==> config.mk <==
export PLATFORM = sky130hd
export DESIGN_NAME = vga_pic_bounce_flat
export DESIGN_NICKNAME = d
export VERILOG_FILES = /design/src/rtl/vga_pkg.sv /design/src/rtl/vga_pic_bounce_if.sv /design/src/rtl/vga_pic_bounce_axis.sv /design/src/rtl/vga_pic_bounce.sv /design/src/flat_wrapper.sv
export SDC_FILE = /design/constraint.sdc
export NUM_CORES = 1
export LEC_CHECK = 0
export CELL_PAD_IN_SITES_DETAIL_PLACEMENT = 1
export CELL_PAD_IN_SITES_GLOBAL_PLACEMENT = 1
export CORE_ASPECT_RATIO = 1.4
export CORE_MARGIN = 5
export CORE_UTILIZATION = 43
export CTS_CLUSTER_DIAMETER = 120
export CTS_CLUSTER_SIZE = 14
export DETAILED_ROUTE_END_ITERATION = 6
export HOLD_SLACK_MARGIN = 0.1
export PLACE_DENSITY = 0.82
export REMOVE_ABC_BUFFERS = 1
export SLEW_MARGIN = 20
export SYNTH_ARGS = -nofsm -noshare
export SYNTH_HDL_FRONTEND = slang
export SYNTH_SLANG_ARGS = --single-unit
==> constraint.sdc <==
create_clock -name vga_clk -period 3.6 [get_ports vga_clk]
set_input_delay 0.72 -clock vga_clk [delete_from_list [all_inputs] [get_ports vga_clk]]
set_output_delay 0.72 -clock vga_clk [all_outputs]
set_load 0.005 [all_outputs]
==> src/rtl/vga_pkg.sv <==
// Shared definitions for the VGA pixel-source blocks.
//   - Default active-area size (640x480).
//   - RGB565 colour constants.
//   - Lookups for the 10-entry background bar table and the 8-entry box palette.
package vga_pkg;

  localparam int unsigned DEF_H_VALID = 640;
  localparam int unsigned DEF_V_VALID = 480;

  typedef logic [15:0] rgb565_t;

  localparam rgb565_t RED    = 16'hf800;
  localparam rgb565_t ORANGE = 16'hfc00;
  localparam rgb565_t YELLOW = 16'hffe0;
  localparam rgb565_t GREEN  = 16'h07e0;
  localparam rgb565_t CYAN   = 16'h07ff;
  localparam rgb565_t BLUE   = 16'h001f;
  localparam rgb565_t PURPLE = 16'hf81f;
  localparam rgb565_t BLACK  = 16'h0000;
  localparam rgb565_t WHITE  = 16'hffff;
  localparam rgb565_t GRAY   = 16'h8410;

  // Background bars, left to right.
  function automatic rgb565_t bar_colour(input logic [3:0] idx);
    rgb565_t c;
    case (idx)
      4'd0:    c = RED;
      4'd1:    c = ORANGE;
      4'd2:    c = YELLOW;
      4'd3:    c = GREEN;
      4'd4:    c = CYAN;
      4'd5:    c = BLUE;
      4'd6:    c = PURPLE;
      4'd7:    c = BLACK;
      4'd8:    c = WHITE;
      4'd9:    c = GRAY;
      default: c = BLACK;
    endcase
    return c;
  endfunction

  // Box palette; the index advances by one on every wall hit.
  function automatic rgb565_t box_colour(input logic [2:0] idx);
    rgb565_t c;
    case (idx)
      3'd0:    c = WHITE;
      3'd1:    c = RED;
      3'd2:    c = YELLOW;
      3'd3:    c = GREEN;
      3'd4:    c = CYAN;
      3'd5:    c = BLUE;
      3'd6:    c = PURPLE;
      default: c = BLACK;
    endcase
    return c;
  endfunction

endpackage

==> src/rtl/vga_pic_bounce_if.sv <==
// Pixel request/response bundle between vga_ctrl and a pixel source.
//   pix_x, pix_y : requested coordinates (10'h3FF outside the active area)
//   pix_data     : RGB565 pixel returned one cycle after the request
// master = timing controller side, slave = pixel source side.
interface vga_pic_bounce_if;
  logic [9:0]  pix_x;
  logic [9:0]  pix_y;
  logic [15:0] pix_data;

  modport master (output pix_x, output pix_y, input pix_data);
  modport slave  (input pix_x, input pix_y, output pix_data);
endinterface

==> src/rtl/vga_pic_bounce_axis.sv <==
// One axis of the bouncing box.
//   vga_clk   : pixel clock
//   sys_rst_n : synchronous active-low reset
//   upd       : advance the position this cycle
//   pos       : current box origin on this axis (registered)
//   hit       : high in the upd cycle when the box reaches a wall
// The box moves STEP pixels per update and is clamped onto 0 or MAX when it would
// reach or pass a wall; the direction flips at the same time.
module bounce_axis #(
  parameter int unsigned MAX  = 624,
  parameter int unsigned STEP = 2
) (
  input  logic       vga_clk,
  input  logic       sys_rst_n,
  input  logic       upd,
  output logic [9:0] pos,
  output logic       hit
);

  localparam logic [10:0] MAX_W  = 11'(MAX);
  localparam logic [10:0] STEP_W = 11'(STEP);

  logic [9:0]  pos_q, pos_d;
  logic        dir_q, dir_d;  // 1 = increasing
  logic [10:0] pos_ext;

  always_comb begin
    pos_ext = {1'b0, pos_q};
    pos_d   = pos_q;
    dir_d   = dir_q;
    hit     = 1'b0;
    if (upd) begin
      if (dir_q) begin
        if (pos_ext + STEP_W >= MAX_W) begin
          pos_d = MAX_W[9:0];
          dir_d = 1'b0;
          hit   = 1'b1;
        end else begin
          pos_d = pos_q + STEP_W[9:0];
        end
      end else begin
        if (pos_ext <= STEP_W) begin
          pos_d = '0;
          dir_d = 1'b1;
          hit   = 1'b1;
        end else begin
          pos_d = pos_q - STEP_W[9:0];
        end
      end
    end
  end

  always_ff @(posedge vga_clk) begin
    if (!sys_rst_n) begin
      pos_q <= '0;
      dir_q <= 1'b1;
    end else begin
      pos_q <= pos_d;
      dir_q <= dir_d;
    end
  end

  assign pos = pos_q;

endmodule

==> src/rtl/vga_pic_bounce.sv <==
// Pixel source: ten vertical colour bars with a bouncing square drawn on top.
//   vga_clk   : pixel clock
//   sys_rst_n : synchronous active-low reset
//   pix_if    : slave side of the pixel bundle (pix_x/pix_y in, pix_data out,
//               one cycle of latency)
// The box moves once every FRAME_DIV frames, triggered on the last active pixel,
// and its colour advances once per update in which either axis hits a wall.
module vga_pic_bounce
  import vga_pkg::*;
#(
  parameter int unsigned H_VALID   = DEF_H_VALID,
  parameter int unsigned V_VALID   = DEF_V_VALID,
  parameter int unsigned BOX_SIZE  = 16,
  parameter int unsigned STEP      = 2,
  parameter int unsigned FRAME_DIV = 1
) (
  input logic              vga_clk,
  input logic              sys_rst_n,
  vga_pic_bounce_if.slave  pix_if
);

  localparam int unsigned BAR_W    = H_VALID / 10;
  localparam logic [9:0]  H_LAST   = 10'(H_VALID - 1);
  localparam logic [9:0]  V_LAST   = 10'(V_VALID - 1);
  localparam logic [10:0] H_VALID_W = 11'(H_VALID);
  localparam logic [10:0] V_VALID_W = 11'(V_VALID);
  localparam logic [10:0] BOX_W    = 11'(BOX_SIZE);
  localparam logic [7:0]  CNT_LAST = 8'(FRAME_DIV - 1);

  logic [9:0]  pix_x, pix_y;
  logic        frame_end, upd;
  logic [7:0]  frame_cnt_q, frame_cnt_d;
  logic [2:0]  box_col_q, box_col_d;
  logic [9:0]  box_x, box_y;
  logic        hit_x, hit_y;
  logic        active, in_box;
  logic [3:0]  bar_idx;
  rgb565_t     pix_data_q, pix_data_d;

  assign pix_x = pix_if.pix_x;
  assign pix_y = pix_if.pix_y;

  assign frame_end = (pix_x == H_LAST) && (pix_y == V_LAST);
  assign upd       = frame_end && (frame_cnt_q == CNT_LAST);

  bounce_axis #(
    .MAX  (H_VALID - BOX_SIZE),
    .STEP (STEP)
  ) u_axis_x (
    .vga_clk   (vga_clk),
    .sys_rst_n (sys_rst_n),
    .upd       (upd),
    .pos       (box_x),
    .hit       (hit_x)
  );

  bounce_axis #(
    .MAX  (V_VALID - BOX_SIZE),
    .STEP (STEP)
  ) u_axis_y (
    .vga_clk   (vga_clk),
    .sys_rst_n (sys_rst_n),
    .upd       (upd),
    .pos       (box_y),
    .hit       (hit_y)
  );

  // Frame divider and colour; a corner hit still advances the colour only once.
  always_comb begin
    frame_cnt_d = frame_cnt_q;
    box_col_d   = box_col_q;
    if (frame_end) begin
      frame_cnt_d = upd ? 8'd0 : frame_cnt_q + 8'd1;
    end
    if (upd && (hit_x || hit_y)) begin
      box_col_d = box_col_q + 3'd1;
    end
  end

  // Pixel select works on the pre-update box state, so the frame_end pixel and
  // everything before it in the frame see a consistent position and colour.
  always_comb begin
    active  = ({1'b0, pix_x} < H_VALID_W) && ({1'b0, pix_y} < V_VALID_W);
    in_box  = ({1'b0, pix_x} >= {1'b0, box_x}) && ({1'b0, pix_x} < {1'b0, box_x} + BOX_W) &&
              ({1'b0, pix_y} >= {1'b0, box_y}) && ({1'b0, pix_y} < {1'b0, box_y} + BOX_W);
    bar_idx = 4'(pix_x / 10'(BAR_W));
    pix_data_d = BLACK;
    if (active) begin
      pix_data_d = in_box ? box_colour(box_col_q) : bar_colour(bar_idx);
    end
  end

  always_ff @(posedge vga_clk) begin
    if (!sys_rst_n) begin
      frame_cnt_q <= '0;
      box_col_q   <= '0;
      pix_data_q  <= '0;
    end else begin
      frame_cnt_q <= frame_cnt_d;
      box_col_q   <= box_col_d;
      pix_data_q  <= pix_data_d;
    end
  end

  assign pix_if.pix_data = pix_data_q;

endmodule

==> src/flat_wrapper.sv <==
// flat-port wrapper written by rule: the top's interface ports become plain ports
module vga_pic_bounce_flat import vga_pkg::*;
#(
  parameter int unsigned H_VALID   = DEF_H_VALID,
  parameter int unsigned V_VALID   = DEF_V_VALID,
  parameter int unsigned BOX_SIZE  = 16,
  parameter int unsigned STEP      = 2,
  parameter int unsigned FRAME_DIV = 1
)
  (vga_clk, sys_rst_n, pix_if_pix_x, pix_if_pix_y, pix_if_pix_data);
  vga_pic_bounce_if pix_if_i ();
  input logic vga_clk;
  input logic sys_rst_n;
  input wire logic [$bits(pix_if_i.pix_x)-1:0] pix_if_pix_x;
  input wire logic [$bits(pix_if_i.pix_y)-1:0] pix_if_pix_y;
  output wire logic [$bits(pix_if_i.pix_data)-1:0] pix_if_pix_data;
  assign pix_if_i.pix_x = pix_if_pix_x;
  assign pix_if_i.pix_y = pix_if_pix_y;
  assign pix_if_pix_data = pix_if_i.pix_data;
  vga_pic_bounce #(.H_VALID(H_VALID), .V_VALID(V_VALID), .BOX_SIZE(BOX_SIZE), .STEP(STEP), .FRAME_DIV(FRAME_DIV)) u_core (.vga_clk(vga_clk), .sys_rst_n(sys_rst_n), .pix_if(pix_if_i));
endmodule
Word-level counts from Yosys, hierarchy flattened

Memories as Yosys holds them, arrays and structs flattened.
Cells that the tools add are included.

Flip-flop bits (word level): 49
ROM bits: 256
Input port bits: 22
Output and inout port bits: 16
Memories kept: 1

Memories:

| name             | depth | width | read ports | clocked after memory_dff | wr ports | line          | RTL |
|---|---|---|---|---|---|---|---|
| (name not given) | 16    | 16    | 1          | 0                        | 0        | vga_pkg.sv:26 | `case (idx)` |

$add $sub $neg: 10
Order comparisons: 10
Equality and inequality tests: 8
Mux-type cells: 21
Reduce and logical (&&, ||, !) cells: 11

Operator list:

| kind                                                                                   | number |
|---|---|
| 16-bit case mux with 7 select lines                                                    | 1 |
| 10-bit two-way mux                                                                     | 6 |
| 10-bit by 2-bit adder with 11-bit output (second input constant)                       | 2 |
| 10-bit by 5-bit adder with 11-bit output (second input constant)                       | 2 |
| 10-bit by 11-bit less-than comparator with 1-bit output                                | 2 |
| 10-bit by 2-bit adder with 10-bit output (second input constant)                       | 2 |
| 10-bit greater-or-equal comparator                                                     | 2 |
| 10-bit by 2-bit less-or-equal comparator with 1-bit output (second input constant)     | 2 |
| 10-bit by 2-bit subtractor with 10-bit output (second input constant)                  | 2 |
| 16-bit two-way mux                                                                     | 1 |
| 1-bit two-way mux                                                                      | 12 |
| 11-bit by 10-bit greater-or-equal comparator with 1-bit output (second input constant) | 1 |
| 11-bit by 9-bit greater-or-equal comparator with 1-bit output (second input constant)  | 1 |
| 10-bit equality test (second input constant)                                           | 1 |
| 10-bit by 9-bit equality test with 1-bit output (second input constant)                | 1 |
| 10-bit less-than comparator (second input constant)                                    | 1 |
| 10-bit by 9-bit less-than comparator with 1-bit output (second input constant)         | 1 |
| 3-bit equality test (second input constant)                                            | 3 |
| 8-bit by 1-bit adder with 8-bit output (second input constant)                         | 1 |
| 8-bit logical NOT                                                                      | 1 |
| 8-bit two-way mux                                                                      | 1 |
| 1-bit logical AND                                                                      | 7 |
| 3-bit by 2-bit equality test with 1-bit output (second input constant)                 | 2 |
| 3-bit by 1-bit adder with 3-bit output (second input constant)                         | 1 |
| 4 further kinds                                                                        | 4 |

Longest topological paths before layout

Depth in word-level cells: 7
Gate-level depth with buffers: 12
Depth with buffers taken out: 11

Modules after synthesis

From an unflattened synthesis, not the netlist that was laid out.

Cells, all modules: 520
Area total of the unflattened synthesis: 4000.1 um2

By module, submodules not included:

| module                        | times used | cells an instance | area an instance (um2) | sequential area each (um2) |
|---|---|---|---|---|
| vga_pic_bounce                | 1          | 259               | 2048.2                 | 340.3 |
| bounce_axis (u_core.u_axis_y) | 1          | 134               | 991.0                  | 200.2 |
| bounce_axis (u_core.u_axis_x) | 1          | 127               | 960.9                  | 200.2 |

Worst setup path before layout

No wires, ideal clock.

Kind: register to register
Start point: register u_core.u_axis_x.pos_q[4], in the netlist u_core.u_axis_x.pos[4]
End point: register u_core.pix_data_q[4], in the netlist u_core.pix_if.pix_data[4]
Arrival: 2.500 ns
Data required time: 3.464 ns
Path slack: 0.964 ns
Cell stages (with the launch flop): 12
Path buffers: 1
Cell sequence: dfxtp_1 clkbuf_1 inv_1 ha_1 inv_1 ha_1 a21oi_1 nor2b_1 o311ai_0 nand4_1 o31ai_1 a31oi_1

Word-level cells in the longest chain between the ends: 6
Elaborated cells between the ends (all ways): 7

Ends and longest elaborated chain:

| item                                                    | line                      | RTL |
|---|---|---|
| start: declaration                                      | vga_pic_bounce_axis.sv:23 | `logic [9:0] pos_q, pos_d;` |
| start signal: assignment                                | vga_pic_bounce_axis.sv:58 | `pos_q <= pos_d;` |
| 10-bit by 5-bit adder with 11-bit output                | vga_pic_bounce.sv:84      | `in_box = ({1'b0, pix_x} >= {1'b0, box_x}) && ({1'b0, pix_x} < {1'b0, box_x} + BOX_W) &&` |
| 10-bit by 11-bit less-than comparator with 1-bit output | vga_pic_bounce.sv:84      |  |
| 1-bit logical AND * (2 in a row)                        | vga_pic_bounce.sv:84      |  |
| 1-bit logical AND *                                     | vga_pic_bounce.sv:85      | `({1'b0, pix_y} >= {1'b0, box_y}) && ({1'b0, pix_y} < {1'b0, box_y} + BOX_W);` |
| 16-bit two-way mux *                                    | vga_pic_bounce.sv:89      | `pix_data_d = in_box ? box_colour(box_col_q) : bar_colour(bar_idx);` |
| end signal: assignment                                  | vga_pic_bounce.sv:101     | `pix_data_q <= pix_data_d;` |
| end: declaration                                        | vga_pic_bounce.sv:38      | `rgb565_t pix_data_q, pix_data_d;` |

Every way passes the cells marked *; elsewhere a longest branch is shown, timed or not.
A chain may end at the register's enable or synchronous reset.

Worst setup path in the final report

Start point: input pix_if_pix_x[1]
End point: register u_core.pix_data_q[3], in the netlist u_core.pix_if.pix_data[3]

Word-level cells in the longest chain between the ends: 5
Elaborated cells between the ends (all ways): 9

Ends and longest elaborated chain:

| item                                                                                                                 | line                 | RTL |
|---|---|---|
| start: declaration                                                                                                   | flat_wrapper.sv:14   | `input wire logic [$bits(pix_if_i.pix_x)-1:0] pix_if_pix_x;` |
| 10-bit by 11-bit less-than comparator with 1-bit output / 10-bit greater-or-equal comparator (equally long branches) | vga_pic_bounce.sv:84 |  |
| 1-bit logical AND (2 in a row)                                                                                       | vga_pic_bounce.sv:84 |  |
| 1-bit logical AND                                                                                                    | vga_pic_bounce.sv:85 |  |
| 16-bit two-way mux                                                                                                   | vga_pic_bounce.sv:89 |  |

Several ways; a longest one is shown, not always the timed one.

==> results.txt <==
register area share after synthesis - 19.8%
worst setup path start - pix_if_pix_x[1]
Clock Path Buffers - 2
prevailing post-synth register cell - dfxtp_1
post-synthesis mux area share - 2.14%
Post-DP HPWL - 9.76 mm
RSZ-0062 raised after global routing - false
htree depth - 2
Logic pwr share - 15.0%
clock network power share - 44.3%
VDD IR max - 170 uV
nets - 589
Worst Hold Depth - 2
Die ar. - 10700 sq um
post-cts sizing count - 0
CP cell instances - clkdlybuf4s50_1, ha_1, o211ai_1, a211oi_1, o311ai_0, nand4_1, o31ai_1, a21oi_1
Crit Reg-Reg Endpoint - u_core.pix_if.pix_data[3]$_SDFF_PN0_
clk_lat worst skew - 280 ps
crit path capture type - flip-flop
Final Util - 50.2%
Starting Density - 43.7%
antenna cells - 0
DR iter-0 viols - 130
Final ANT Viol Nets - 0
Top Ports - 38
aggregate global routing overflow - 0
final hold slack - 526 ps
Setup CP Type - input pin to flip-flop
worst r2r path cells - 10
Final Hold Vio Count - 0
Arr. time, crit path - 3360 ps
max-slew violation count - 0
Crit path required time - 3750 ps
compound-gate portion of the synthesized area - 26.0%
area grow syn2layout - 14.9%
vias per cell - 6.27
max_cap viols - 0
fraction of layout cells with a size suffix above 1 - 5.58%
Port Buffers - 37
slowest CP cell - clkdlybuf4s50_1
Slew @ Worst Pin - 956 ps
Core ar. - 8560 sq um
switch share - 26.3%
Layout Cells excl Fill - 625
CP startpoint kind - input pin
Fmax - 311 MHz
drt drc - 0
Clock Tree Root - clkbuf_16
reg2reg start - u_core.u_axis_x.pos[5]$_SDFFE_PN0P_
Post-synth EDFFs - 0
chip width - 88.8 microns
drt total wl - 12.2 mm
Synthesis Warnings - 0
gpl congestion - 0.953
Int Power - 0.763 mW
status - finished, final reports clean
Worst Skew - 4.38 ps
die height - 120 microns
switching power - 0.272 mW
Pwr per Cell Area - 240 nW/um^2
# Post-CTS Setup Buffers - 0
Num Clock Sinks - 37
TritonCTS buffer count - 5
min-delay src - u_core.frame_cnt_q[5]$_SDFFE_PN0P_
fraction of the mapped netlist area in adder cells - 16.1%
critical path peak fanout - 10
TNS Setup - 0 ps
Netlist cell types - 62
netlist area before placement - 3740 sq um
Async SR Flop Fraction - 0%
CTS tree - yes
global-route wire length before repair - 20.3 mm
sequential fraction of design power - 40.7%
via count - 3916
largest family of logic cells by synthesized area - compound AO/OA/AOI/OAI gates
number of global-route vias before repair - 4202
all-layer global routing usage - 23.8%
#FFs+latches synth - 37
Synth Area in Simple Gates - 24.0%
TritonRoute pass-1 iters - 4
initial antenna violation count - 0
cells after synthesis - 500
final period utilization - 89.3%
R2R setup slack - 390 ps
xor and xnor area share after synthesis - 3.28%
Finish-stage setup viols - 0
Crit path largest cell delay - 510 ps
leakage power - 1.61 nW
post-cts hold buffer count - 0
slew margin rel. - 34.6%
Mapped Avg Cell Area - 7.48 sq um
placed instance count - 617
post-layout minimum cycle time - 3220 ps
largest net degree at the start of global routing - 24
Design Power - 1.03 mW
Setup crit end - u_core.pix_if.pix_data[3]$_SDFF_PN0_
Rows - 40
Worst-path clk slew - 60 ps
wire per inst - 19.5 microns
HP Class - flip-flop to flip-flop
## Yosys cell counts (12+ instances only)
library cell | count | area [sq um]
ha_1 | 48 | 601
a21oi_1 | 41 | 205
nand2_1 | 41 | 154
dfxtp_1 | 37 | 741
o21ai_0 | 30 | 150
nor2_1 | 29 | 109
inv_1 | 27 | 101
nand3_1 | 26 | 130
clkbuf_1 | 17 | 63.8
a31oi_1 | 15 | 93.8
nand4_1 | 12 | 75.1
## cell usage in the layout, fill, tap and decap left out, drive strengths merged, types with 15 or more instances in the layout
cell | netlist | final
a21oi | 41 | 41
buf | 23 | 15
nand2 | 42 | 42
inv | 27 | 27
o21ai | 31 | 31
a31oi | 15 | 15
ha | 48 | 48
clkdlybuf4s50 | 0 | 37
nor2 | 29 | 29
nand3 | 26 | 26
dfxtp | 37 | 37
## power by group through the flow
stage	combinational [mW]	sequential [mW]	clock, mW
floorplan	0.0726	0.430	0
detailed placement	0.154	0.430	0
finish	0.155	0.421	0.458
CTS	0.156	0.421	0.460
global placement	0.147	0.430	0
global route	0.172	0.422	0.475
## kinds of logic (layout without fill, tap and decap cells)
logic type / Yosys count / count (layout)
mux: 8 / 8
compound gates: 152 / 152
xor+xnor: 14 / 14
simple gates: 170 / 170
flops: 37 / 37
fa+ha+maj: 48 / 48
buf+inv: 71 / 91
## state kept, by name, indices dropped and copies added, names as in the netlist
register	cells
u_core.u_axis_x.pos	9
u_core.u_axis_y.pos	9
u_core.frame_cnt_q	8
u_core.pix_if.pix_data	6
u_core.box_col_q	3
u_core.u_axis_x.dir_q	1
u_core.u_axis_y.dir_q	1
## area by class of cell
type / count / area (sq um)
fill: 1077 / 4260
multi-input combinational: 392 / 2680
sequential: 37 / 741
timing repair buffer: 52 / 483
clock buffer: 6 / 139
tap: 105 / 131
inverter: 31 / 116
clock inverter: 2 / 13.8
## routing by layer
metal	share of wire (%)	wire length, microns	vias up	track usage [%]
met5	0	0	-	0
met4	3.8	461	0	10.7
met3	3.2	392	37	2.66
met2	54	6620	112	43.5
met1	39	4740	1896	26.7
li1	-	-	1871	-
## through the flow
| stage | setup WS, ps | cell area (sq um) |
|---|---|---|
| after floorplan | 963 | 3530 |
| after global placement | 317 | 4150 |
| after detailed placement | 94.9 | 4150 |
| after CTS | 376 | 4300 |
| after global routing | 172 | 4300 |
| final | 385 | 4300 |
## worst min-delay path by stage
| stage | endpoint |
|---|---|
| finish | u_core.frame_cnt_q[5]$_SDFFE_PN0P_ |
| global route | u_core.frame_cnt_q[7]$_SDFFE_PN0P_ |
| CTS | u_core.frame_cnt_q[5]$_SDFFE_PN0P_ |
| detailed placement | u_core.frame_cnt_q[5]$_SDFFE_PN0P_ |
| global placement | u_core.frame_cnt_q[5]$_SDFFE_PN0P_ |
| floorplan | u_core.frame_cnt_q[5]$_SDFFE_PN0P_ |
## critical path: cells and delay by family
kind	cells	cell delay [ps]
AOI/OAI and AO/OA	5	1360
buffers and inverters	1	510
and+or+nand+nor	1	450
adders and majority gates	1	330
No activity file was read; power rests on OpenSTA's default activity.
